[config.mk]
export PLATFORM = sky130hd
export DESIGN_NAME = des_enc_key_scheduler
export DESIGN_NICKNAME = d
export VERILOG_FILES = /design/src/rtl/des_pkg.sv /design/src/rtl/des_pc2.sv /design/src/rtl/des_enc_key_scheduler.sv
export SDC_FILE = /design/constraint.sdc
export NUM_CORES = 1
export LEC_CHECK = 0
export ABC_CLOCK_PERIOD_IN_PS = 4700
export BUFFER_PORTS_ARGS = -buffer_cell sky130_fd_sc_hd__buf_2
export CAP_MARGIN = 15
export CELL_PAD_IN_SITES_DETAIL_PLACEMENT = 1
export CELL_PAD_IN_SITES_GLOBAL_PLACEMENT = 2
export CORE_AREA = 2 2 346 348
export CTS_CLUSTER_DIAMETER = 50
export DETAILED_ROUTE_END_ITERATION = 10
export DIE_AREA = 0 0 348 350
export GPL_ROUTABILITY_DRIVEN = 0
export PLACE_DENSITY_LB_ADDON = 0.1
export SYNTH_ARGS = -nofsm -noshare
export SYNTH_HDL_FRONTEND = slang
export SYNTH_SLANG_ARGS = --single-unit
export TNS_END_PERCENT = 30
[constraint.sdc]
create_clock -name clk -period 4.7 [get_ports clk]
set_input_delay 0.94 -clock clk [delete_from_list [all_inputs] [get_ports clk]]
set_output_delay 0.94 -clock clk [all_outputs]
set_load 0.01 [all_outputs]
[src/rtl/des_pkg.sv]
// Shared DES key-schedule definitions: PC-1/PC-2 tables, rotation schedule,
// permutation/rotation helpers and the scheduler state encoding.
package des_pkg;

  typedef enum logic [1:0] {
    ST_IDLE = 2'd0,
    ST_RUN  = 2'd1,
    ST_FIN  = 2'd2
  } des_state_e;

  // Entries are 1-based DES bit numbers, bit 1 being the MSB of the source.
  localparam logic [5:0] PC1_TAB [56] = '{
    6'd57, 6'd49, 6'd41, 6'd33, 6'd25, 6'd17, 6'd9,
    6'd1,  6'd58, 6'd50, 6'd42, 6'd34, 6'd26, 6'd18,
    6'd10, 6'd2,  6'd59, 6'd51, 6'd43, 6'd35, 6'd27,
    6'd19, 6'd11, 6'd3,  6'd60, 6'd52, 6'd44, 6'd36,
    6'd63, 6'd55, 6'd47, 6'd39, 6'd31, 6'd23, 6'd15,
    6'd7,  6'd62, 6'd54, 6'd46, 6'd38, 6'd30, 6'd22,
    6'd14, 6'd6,  6'd61, 6'd53, 6'd45, 6'd37, 6'd29,
    6'd21, 6'd13, 6'd5,  6'd28, 6'd20, 6'd12, 6'd4
  };

  localparam logic [5:0] PC2_TAB [48] = '{
    6'd14, 6'd17, 6'd11, 6'd24, 6'd1,  6'd5,
    6'd3,  6'd28, 6'd15, 6'd6,  6'd21, 6'd10,
    6'd23, 6'd19, 6'd12, 6'd4,  6'd26, 6'd8,
    6'd16, 6'd7,  6'd27, 6'd20, 6'd13, 6'd2,
    6'd41, 6'd52, 6'd31, 6'd37, 6'd47, 6'd55,
    6'd30, 6'd40, 6'd51, 6'd45, 6'd33, 6'd48,
    6'd44, 6'd49, 6'd39, 6'd56, 6'd34, 6'd53,
    6'd46, 6'd42, 6'd50, 6'd36, 6'd29, 6'd32
  };

  localparam logic [1:0] SHIFT_TAB [16] = '{
    2'd1, 2'd1, 2'd2, 2'd2, 2'd2, 2'd2, 2'd2, 2'd2,
    2'd1, 2'd2, 2'd2, 2'd2, 2'd2, 2'd2, 2'd2, 2'd1
  };

  function automatic logic [55:0] pc1(input logic [63:0] k);
    logic [55:0] res;
    int          idx;
    res = 56'd0;
    for (int j = 0; j < 56; j++) begin
      idx          = 64 - int'(PC1_TAB[j]);
      res[55 - j]  = k[idx];
    end
    return res;
  endfunction

  function automatic logic [47:0] pc2(input logic [55:0] cd);
    logic [47:0] res;
    int          idx;
    res = 48'd0;
    for (int j = 0; j < 48; j++) begin
      idx          = 56 - int'(PC2_TAB[j]);
      res[47 - j]  = cd[idx];
    end
    return res;
  endfunction

  // DES bit 1 is the MSB, so a DES left rotation is a left rotation of the vector.
  function automatic logic [27:0] rotl28(input logic [27:0] v, input logic [1:0] s);
    logic [27:0] res;
    case (s)
      2'd1:    res = {v[26:0], v[27]};
      2'd2:    res = {v[25:0], v[27:26]};
      default: res = v;
    endcase
    return res;
  endfunction

  // Right rotation used by the decryption-order generator.
  function automatic logic [27:0] rotr28(input logic [27:0] v, input logic [1:0] s);
    logic [27:0] res;
    case (s)
      2'd1:    res = {v[0], v[27:1]};
      2'd2:    res = {v[1:0], v[27:2]};
      default: res = v;
    endcase
    return res;
  endfunction

endpackage

[src/rtl/des_pc2.sv]
// Combinational PC-2 compression of the 56-bit {C,D} pair to a 48-bit subkey.
module des_pc2
  import des_pkg::*;
(
  input  logic [55:0] cd,
  output logic [47:0] subkey
);

  assign subkey = pc2(cd);

endmodule

[src/rtl/des_enc_key_scheduler.sv]
// Encryption-order DES subkey streamer (K1..K16, left rotations) with a
// valid/ready output and an optional flat bank of all sixteen subkeys.
module des_enc_key_scheduler
  import des_pkg::*;
#(
  parameter bit BANK_EN = 1'b1
) (
  input  logic         clk,
  input  logic         rst,
  input  logic         start,
  input  logic [63:0]  key,
  output logic         sk_valid,
  input  logic         sk_ready,
  output logic [47:0]  subkey,
  output logic [3:0]   round,
  output logic         busy,
  output logic         done,
  output logic [767:0] skey_bank
);

  des_state_e  state_r, state_nxt_s;
  logic [27:0] c_r, d_r, c_nxt_s, d_nxt_s, c_rot_s, d_rot_s;
  logic [3:0]  rcnt_r, rcnt_nxt_s, round_r, round_nxt_s, shift_idx_s;
  logic [1:0]  shift_amt_s;
  logic [47:0] subkey_r, subkey_nxt_s, pc2_s;
  logic [55:0] pc1_s;
  logic        sk_valid_r, sk_valid_nxt_s, busy_r, busy_nxt_s, done_r, done_nxt_s;
  logic        bank_we_s;

  assign pc1_s = pc1(key);

  // Rotation for the subkey about to be presented: S[0] on RUN entry, S[rcnt+1] on a handshake.
  always_comb begin
    shift_idx_s = 4'd0;
    if (sk_valid_r) begin
      shift_idx_s = rcnt_r + 4'd1;
    end else begin
      shift_idx_s = 4'd0;
    end
    shift_amt_s = SHIFT_TAB[shift_idx_s];
    c_rot_s     = rotl28(c_r, shift_amt_s);
    d_rot_s     = rotl28(d_r, shift_amt_s);
  end

  des_pc2 u_pc2 (
    .cd     ({c_rot_s, d_rot_s}),
    .subkey (pc2_s)
  );

  // Next-state and next-output logic.
  always_comb begin
    state_nxt_s    = state_r;
    c_nxt_s        = c_r;
    d_nxt_s        = d_r;
    rcnt_nxt_s     = rcnt_r;
    sk_valid_nxt_s = sk_valid_r;
    subkey_nxt_s   = subkey_r;
    round_nxt_s    = round_r;
    done_nxt_s     = 1'b0;
    bank_we_s      = 1'b0;
    case (state_r)
      ST_IDLE: begin
        if (start) begin
          c_nxt_s     = pc1_s[55:28];
          d_nxt_s     = pc1_s[27:0];
          rcnt_nxt_s  = 4'd0;
          state_nxt_s = ST_RUN;
        end else begin
          state_nxt_s = ST_IDLE;
        end
      end
      ST_RUN: begin
        if (!sk_valid_r) begin
          c_nxt_s        = c_rot_s;
          d_nxt_s        = d_rot_s;
          subkey_nxt_s   = pc2_s;
          round_nxt_s    = 4'd0;
          sk_valid_nxt_s = 1'b1;
        end else if (sk_ready) begin
          bank_we_s = 1'b1;
          if (rcnt_r == 4'd15) begin
            state_nxt_s    = ST_FIN;
            sk_valid_nxt_s = 1'b0;
            done_nxt_s     = 1'b1;
          end else begin
            c_nxt_s      = c_rot_s;
            d_nxt_s      = d_rot_s;
            subkey_nxt_s = pc2_s;
            rcnt_nxt_s   = rcnt_r + 4'd1;
            round_nxt_s  = rcnt_r + 4'd1;
          end
        end else begin
          sk_valid_nxt_s = sk_valid_r;
        end
      end
      ST_FIN: begin
        state_nxt_s = ST_IDLE;
      end
      default: begin
        state_nxt_s = ST_IDLE;
      end
    endcase
    busy_nxt_s = (state_nxt_s != ST_IDLE);
  end

  // State, key halves and registered outputs.
  always_ff @(posedge clk) begin
    if (rst) begin
      state_r    <= ST_IDLE;
      c_r        <= 28'd0;
      d_r        <= 28'd0;
      rcnt_r     <= 4'd0;
      sk_valid_r <= 1'b0;
      subkey_r   <= 48'd0;
      round_r    <= 4'd0;
      busy_r     <= 1'b0;
      done_r     <= 1'b0;
    end else begin
      state_r    <= state_nxt_s;
      c_r        <= c_nxt_s;
      d_r        <= d_nxt_s;
      rcnt_r     <= rcnt_nxt_s;
      sk_valid_r <= sk_valid_nxt_s;
      subkey_r   <= subkey_nxt_s;
      round_r    <= round_nxt_s;
      busy_r     <= busy_nxt_s;
      done_r     <= done_nxt_s;
    end
  end

  assign sk_valid = sk_valid_r;
  assign subkey   = subkey_r;
  assign round    = round_r;
  assign busy     = busy_r;
  assign done     = done_r;

  if (BANK_EN) begin : g_bank
    logic [47:0] bank_r [16];

    // Capture each subkey into its slot as it is accepted.
    always_ff @(posedge clk) begin
      if (rst) begin
        for (int n = 0; n < 16; n++) begin
          bank_r[n] <= 48'd0;
        end
      end else if (bank_we_s) begin
        bank_r[round_r] <= subkey_r;
      end
    end

    // K1 occupies the most significant 48 bits of the flat bank.
    always_comb begin
      skey_bank = 768'd0;
      for (int n = 0; n < 16; n++) begin
        skey_bank[767 - 48 * n -: 48] = bank_r[n];
      end
    end
  end else begin : g_no_bank
    assign skey_bank = 768'd0;
  end

endmodule

==> results of run 1 <==
-- tightest hold or removal path, stage by stage --
cell	delay [ps]
buf_2	80
nand4b_1	80
o221ai_1	80
-- cell type report --
class | instances | share of cell area
sequential | 885 | 0.567
antenna | 13 | 0.000726
multi-input combinational | 1182 | 0.177
inverter | 1 | 0.0000838
timing repair buffer | 966 | 0.115
clock buffer | 166 | 0.0803
clock inverter | 68 | 0.0171
tap | 1536 | 0.0429
-- metal layers --
layer,share of wire,track usage,vias up
li1,-,-,9847
met1,0.38,0.250,11348
met2,0.50,0.379,854
met3,0.076,0.0638,259
met4,0.044,0.0970,36
met5,0.0016,0,-
-- logic make-up after synthesis --
| group | after synthesis |
|---|---|
| AOI/OAI and AO/OA | 120 |
| adders and majority gates | 1 |
| xor gates and xnor gates | 2 |
| DFF | 885 |
| muxes | 56 |
| buffers and inverters | 193 |
| and+or+nand+nor | 1003 |
-- flip-flops by register name (all words and copies together), names as in the netlist, 2 cells and up --
signal         cells
g_bank.bank_r    768
subkey            48
c_r               28
d_r               28
rcnt_r             4
round              4
state_r            2
-- final timing paths --
check | from | end | slack, ps
worst max register to register | sk_valid$_SDFFE_PP0P_ | g_bank.bank_r[12][8]$_SDFFCE_PN0P_ | 1550
worst min register to register | rcnt_r[1]$_SDFFE_PP0P_ | rcnt_r[1]$_SDFFE_PP0P_ | 510
worst max-delay path | sk_valid$_SDFFE_PP0P_ | g_bank.bank_r[12][8]$_SDFFCE_PN0P_ | 1550
worst min-delay path | key[1] | d_r[27]$_SDFFE_PP0P_ | 500
-- per-stage QoR --
stage          worst slack, ps  instances   util  total power (uW)
2_1_floorplan             1820       2260      -              9660
3_3_place_gp              1220       4569  0.343             10500
5_1_grt                   1370       4806  0.380             20800
4_1_cts                   1520       4804  0.380             20400
3_5_place_dp              1160       4570  0.343             10500
6_report                  1550       4817  0.381             20100
-- synth_stat cells (all sizes together) (2+ instances only) --
library cell	number
a21o	2
and2	769
nand4b	57
nand2b	62
or3	2
buf	28
a21oi	9
a211oi	48
mux2i	56
o221ai	56
nor3	10
nand2	10
nor2b	2
nor2	65
dfxtp	117
nand3	7
edfxtp	768
o21ai	2
clkbuf	164
or2	16
-- report_power, final --
group,internal [uW],switching [uW]
Combinational,364,921
Clock,6140,3640
Sequential,8840,211
==> flow_metrics.env, run 1 <==
export IMPL_outcome="complete, no violations"
export IMPL_crit_family="simple AND/OR/NAND/NOR gates"
export IMPL_tritoncts="done"
export IMPL_gr_total_overflow=0
export IMPL_fmax_mhz=317
export IMPL_synth_xor_area_share=0.000515
export IMPL_io_buffers=882
export IMPL_cts_hold_buf=0
export IMPL_post_cts_buffers=0
export IMPL_synth_fp_nets=2329
export IMPL_arrival_ps=3530
export IMPL_synth_top_cell_area_share=0.678
export IMPL_ys_async_sr_fraction=0
export IMPL_power_leakage_uw=0.0182
export IMPL_start_util=0.289
export IMPL_synth_edf_count=768
export IMPL_io_pins=891
export IMPL_vias=22344
export IMPL_fin_crit_ps=3150
export IMPL_die_w_um=348
export IMPL_insertion_delay_ps=720
export IMPL_hold_class="input port to register"
export IMPL_die_area_um2=122000
export IMPL_layout_common_cells="buf_2, and2_1, edfxtp_1"
export IMPL_rows=126
export IMPL_worst_pin_slew_ps=1250
export IMPL_maxSlewViolCount=0
export IMPL_finalHoldViolations=0
export IMPL_design_area_um2=44800
export IMPL_rsz0062_at_grt="false"
export IMPL_grt_pass1_wl_um=186000
export IMPL_whs_path_depth=3
export IMPL_crit_required_ps=5070
export IMPL_core_um2=118000
export IMPL_fin_crit_sh=0.671
export IMPL_fin_hold_ws_ps=502
export IMPL_synth_distinct_cells=36
export IMPL_drive_gt1_frac=0.368
export IMPL_synth_area_mux_share=0.0165
export IMPL_grt_pass1_vias=22907
export IMPL_area_delta_synth_final_pct=31.8
export IMPL_clockRootBuffer="clkbuf_16"
export IMPL_ys_warnings_count=0
export IMPL_htreeDepth=4
export IMPL_drt_iter0_markers=1562
export IMPL_numClockSinks=885
export IMPL_clk_path_buf_depth=3
export IMPL_ys_ff_latch=885
export IMPL_synth_top_cell_by_area="edfxtp_1"
export IMPL_antenna_found_initial=46
export IMPL_avgSynthCellArea_um2=15.0
export IMPL_crit_chain="nand4b_2, nor3_2, nand2_1, nor2_4, or2_2, buf_4"
export IMPL_post_cts_resized=0
export IMPL_crit_fanout=23
export IMPL_firstDrtPassIters=5
export IMPL_critPathMaxStageDelay_ps=660
export IMPL_crit_path_start_kind="register"
export IMPL_fillers=12225
export IMPL_die_y_um=350
export IMPL_drc=0
export IMPL_synth_seq_area_share=0.747
export IMPL_yosys_top_cells_area="edfxtp_1, and2_1, dfxtp_1"
export IMPL_synth_top_flop_cell="edfxtp_1"
export IMPL_powerDensity_nw_per_um2=449
export IMPL_synth_fa_ha_area_frac=0.000368
export IMPL_synth_top_family_by_area="simple AND/OR/NAND/NOR gates"
export IMPL_setup_tns_ps=0
export IMPL_nNetsFinal=3236
export IMPL_yosys_area_share_simple=0.184
export IMPL_skew_ps=33.0
export IMPL_reg2reg_depth=6
export IMPL_syn_area_um2=34000
export IMPL_clkTransAtPathRegs_ps=50
export IMPL_final_common_cell="buf_2"
export IMPL_seq_area_um2=25400
export IMPL_dp_hpwl_um=94200
export IMPL_dpl_cell_area_um2=40400
export IMPL_grt_usage=0.219
export IMPL_ant_nets=0
export IMPL_synth_compound_area_frac=0.0280
export IMPL_setup_violations=0
export IMPL_cts_buffers=131
export IMPL_worstSetupPathType="register to register"
export IMPL_via_per_inst=4.64
export IMPL_wl_per_cell_um=28.4
export IMPL_peakVddDrop_mv=0.277
export IMPL_worst_path_stages=6
export IMPL_critical_path_endpoint_type="register"
export IMPL_grt_start_max_net_pins=82
export IMPL_crit_buf_inv=1
export IMPL_drt_total_wl_um=137000
export IMPL_max_slew_margin_rel=0.166
export IMPL_syn_inst=2260
export IMPL_cpMaxStageDelayCell="or2_2"
export IMPL_cap_violations=0
export IMPL_multi_input_area_um2=7940
Note: power is estimated with default switching activity, not from simulation.
==> run 2: changes to the inputs <==
--- a/config.mk
+++ b/config.mk
@@ -5,15 +5,15 @@
 export SDC_FILE = /design/constraint.sdc
 export NUM_CORES = 1
 export LEC_CHECK = 0
-export ABC_CLOCK_PERIOD_IN_PS = 4700
+export ABC_CLOCK_PERIOD_IN_PS = 2900
 export BUFFER_PORTS_ARGS = -buffer_cell sky130_fd_sc_hd__buf_2
 export CAP_MARGIN = 15
 export CELL_PAD_IN_SITES_DETAIL_PLACEMENT = 1
 export CELL_PAD_IN_SITES_GLOBAL_PLACEMENT = 2
-export CORE_AREA = 2 2 346 348
+export CORE_AREA = 2 2 349 351
 export CTS_CLUSTER_DIAMETER = 50
 export DETAILED_ROUTE_END_ITERATION = 10
-export DIE_AREA = 0 0 348 350
+export DIE_AREA = 0 0 351 353
 export GPL_ROUTABILITY_DRIVEN = 0
 export PLACE_DENSITY_LB_ADDON = 0.1
 export SYNTH_ARGS = -nofsm -noshare
==> constraint.sdc (replaced) <==
create_clock -name clk -period 2.9 [get_ports clk]
set_input_delay 0.58 -clock clk [delete_from_list [all_inputs] [get_ports clk]]
set_output_delay 0.58 -clock clk [all_outputs]
set_load 0.01 [all_outputs]
==> flow_metrics.env, run 2 (synthesized netlist as in run 1, its figures left out) <==
export IMPL_outcome="complete, no violations"
export IMPL_vias=22252
export IMPL_fmax_mhz=389
export IMPL_io_buffers=882
export IMPL_drive_gt1_frac=0.370
export IMPL_core_um2=121000
export IMPL_post_cts_resized=0
export IMPL_largest_register_ff_count=768
export IMPL_nNetsFinal=3254
export IMPL_fillers=12690
export IMPL_dp_hpwl_um=96100
export IMPL_critPathMaxStageDelay_ps=550
export IMPL_rows=128
export IMPL_setup_violations=0
export IMPL_maxSlewViolCount=0
export IMPL_final_common_cell="buf_2"
export IMPL_crit_fanout=48
export IMPL_fin_crit_ps=2570
export IMPL_die_y_um=353
export IMPL_pre_cts_slack_ps=125
export IMPL_drt_total_wl_um=136000
export IMPL_finalHoldViolations=0
export IMPL_power_leakage_uw=0.0182
export IMPL_io_pins=891
export IMPL_setup_tns_ps=0
export IMPL_drt_iter0_markers=1391
export IMPL_start_util=0.282
export IMPL_post_cts_buffers=0
export IMPL_top_layer="met5"
export IMPL_cap_violations=0
export IMPL_powerDensity_nw_per_um2=700
export IMPL_die_area_um2=124000
export IMPL_insertion_delay_ps=700
export IMPL_crit_required_ps=3450
export IMPL_max_slew_margin_rel=0.482
export IMPL_rsz0062_at_grt="false"
export IMPL_m1WireLength_um=53700
export IMPL_crit_chain="nand4b_2, nor2_1, nand3b_1, nor2_4, buf_4, and2_1"
export IMPL_area_delta_synth_final_pct=32.2
export IMPL_die_w_um=351
export IMPL_firstDrtPassIters=5
export IMPL_via_per_inst=4.52
export IMPL_gr_total_overflow=0
export IMPL_cts_hold_buf=0
export IMPL_peakVddDrop_mv=0.476
export IMPL_grt_pass1_wl_um=186000
export IMPL_dr_wl_met2_um=67500
export IMPL_htreeDepth=3
export IMPL_skew_ps=26.2
export IMPL_top_register="g_bank.bank_r"
export IMPL_wl_met3_um=9440
export IMPL_wl_per_cell_um=27.7
export IMPL_cpMaxStageDelayCell="buf_4"
export IMPL_grt_usage=0.214
export IMPL_arrival_ps=3120
export IMPL_cts_buffers=119
export IMPL_clkTransAtPathRegs_ps=60
export IMPL_worstSetupPathType="register to register"
export IMPL_layout_common_cells="buf_2, and2_1, edfxtp_1"
export IMPL_clockRootBuffer="clkbuf_16"
export IMPL_numClockSinks=885
export IMPL_fin_ws_ps=332
export IMPL_drc=0
export IMPL_fin_crit_sh=0.886
export IMPL_grt_pass1_vias=22615
export IMPL_clk_path_buf_depth=3
export IMPL_worst_pin_slew_ps=777
export IMPL_grt_start_max_net_pins=179
export IMPL_ant_nets=0
export IMPL_critical_path_endpoint_type="register"
export IMPL_hold_class="input port to register"
export IMPL_antenna_found_initial=37
export IMPL_tritoncts="done"
export IMPL_crit_path_start_kind="register"
run 2: cell count changes in the layout (fill, tap and decap cells not counted), moves of 3 or more:
| cell | delta |
|---|---|
| clkinv_2 | -3 |
| buf_4 | +12 |
| buf_12 | +19 |
| clkbuf_16 | -19 |
| clkinv_8 | -3 |
| clkinv_1 | +3 |
run 2: through the flow:
| step | hold WS [ps] | instances | utilization | instance area [um^2] | total power, uW |
|---|---|---|---|---|---|
| detailed placement | 492 | 4689 | 0.340 | 41000 | 17100 |
| finish | 162 | 4924 | 0.373 | 44900 | 31500 |
| global route | 149 | 4911 | 0.372 | 44900 | 32500 |
| CTS | 105 | 4910 | 0.372 | 44900 | 31900 |
| global placement | 470 | 4689 | 0.340 | 41000 | 17100 |
| floorplan | 453 | 2260 | - | 34000 | 15600 |
run 2: worst max-delay path, delay by kind of cell, from the launching register on:
kind                   cells  cell delay, ps
buffers and inverters      1             550
flip-flops                 1             500
AND/OR/NAND/NOR            5            1360
run 2: routing by layer:
metal	up-vias	track usage
met5	-	0
met1	11302	0.256
li1	9889	-
met2	798	0.369
met4	34	0.0846
met3	229	0.0519
run 2: final timing paths:
kind | start | slack [ps] | to | cells after the start
hold reg to reg | round[0]$_SDFFE_PP0P_ | 490 | round[0]$_SDFFE_PP0P_ | 2
setup reg to reg | state_r[0]$_SDFF_PP0_ | 330 | g_bank.bank_r[10][26]$_SDFFCE_PN0P_ | 6
hold / removal | key[28] | 160 | c_r[0]$_SDFFE_PP0P_ | 3
setup / recovery | state_r[0]$_SDFF_PP0_ | 330 | g_bank.bank_r[10][26]$_SDFFCE_PN0P_ | 6
run 2: area by class of cell:
cell class	count	area, um^2	area share
Inverter	1	3.75	0.0000835
Tap cell	1625	2030	0.0452
Multi-Input combinational cell	1182	7940	0.177
Sequential cell	885	25400	0.565
Clock buffer	145	3100	0.0689
Antenna cell	14	35.0	0.000779
Clock inverter	76	848	0.0189
Timing Repair Buffer	996	5590	0.124
run 2: power breakdown:
group / switching, uW / internal (uW)
Clock: 5800 / 8870
Sequential: 261 / 14300
Combinational: 1580 / 655
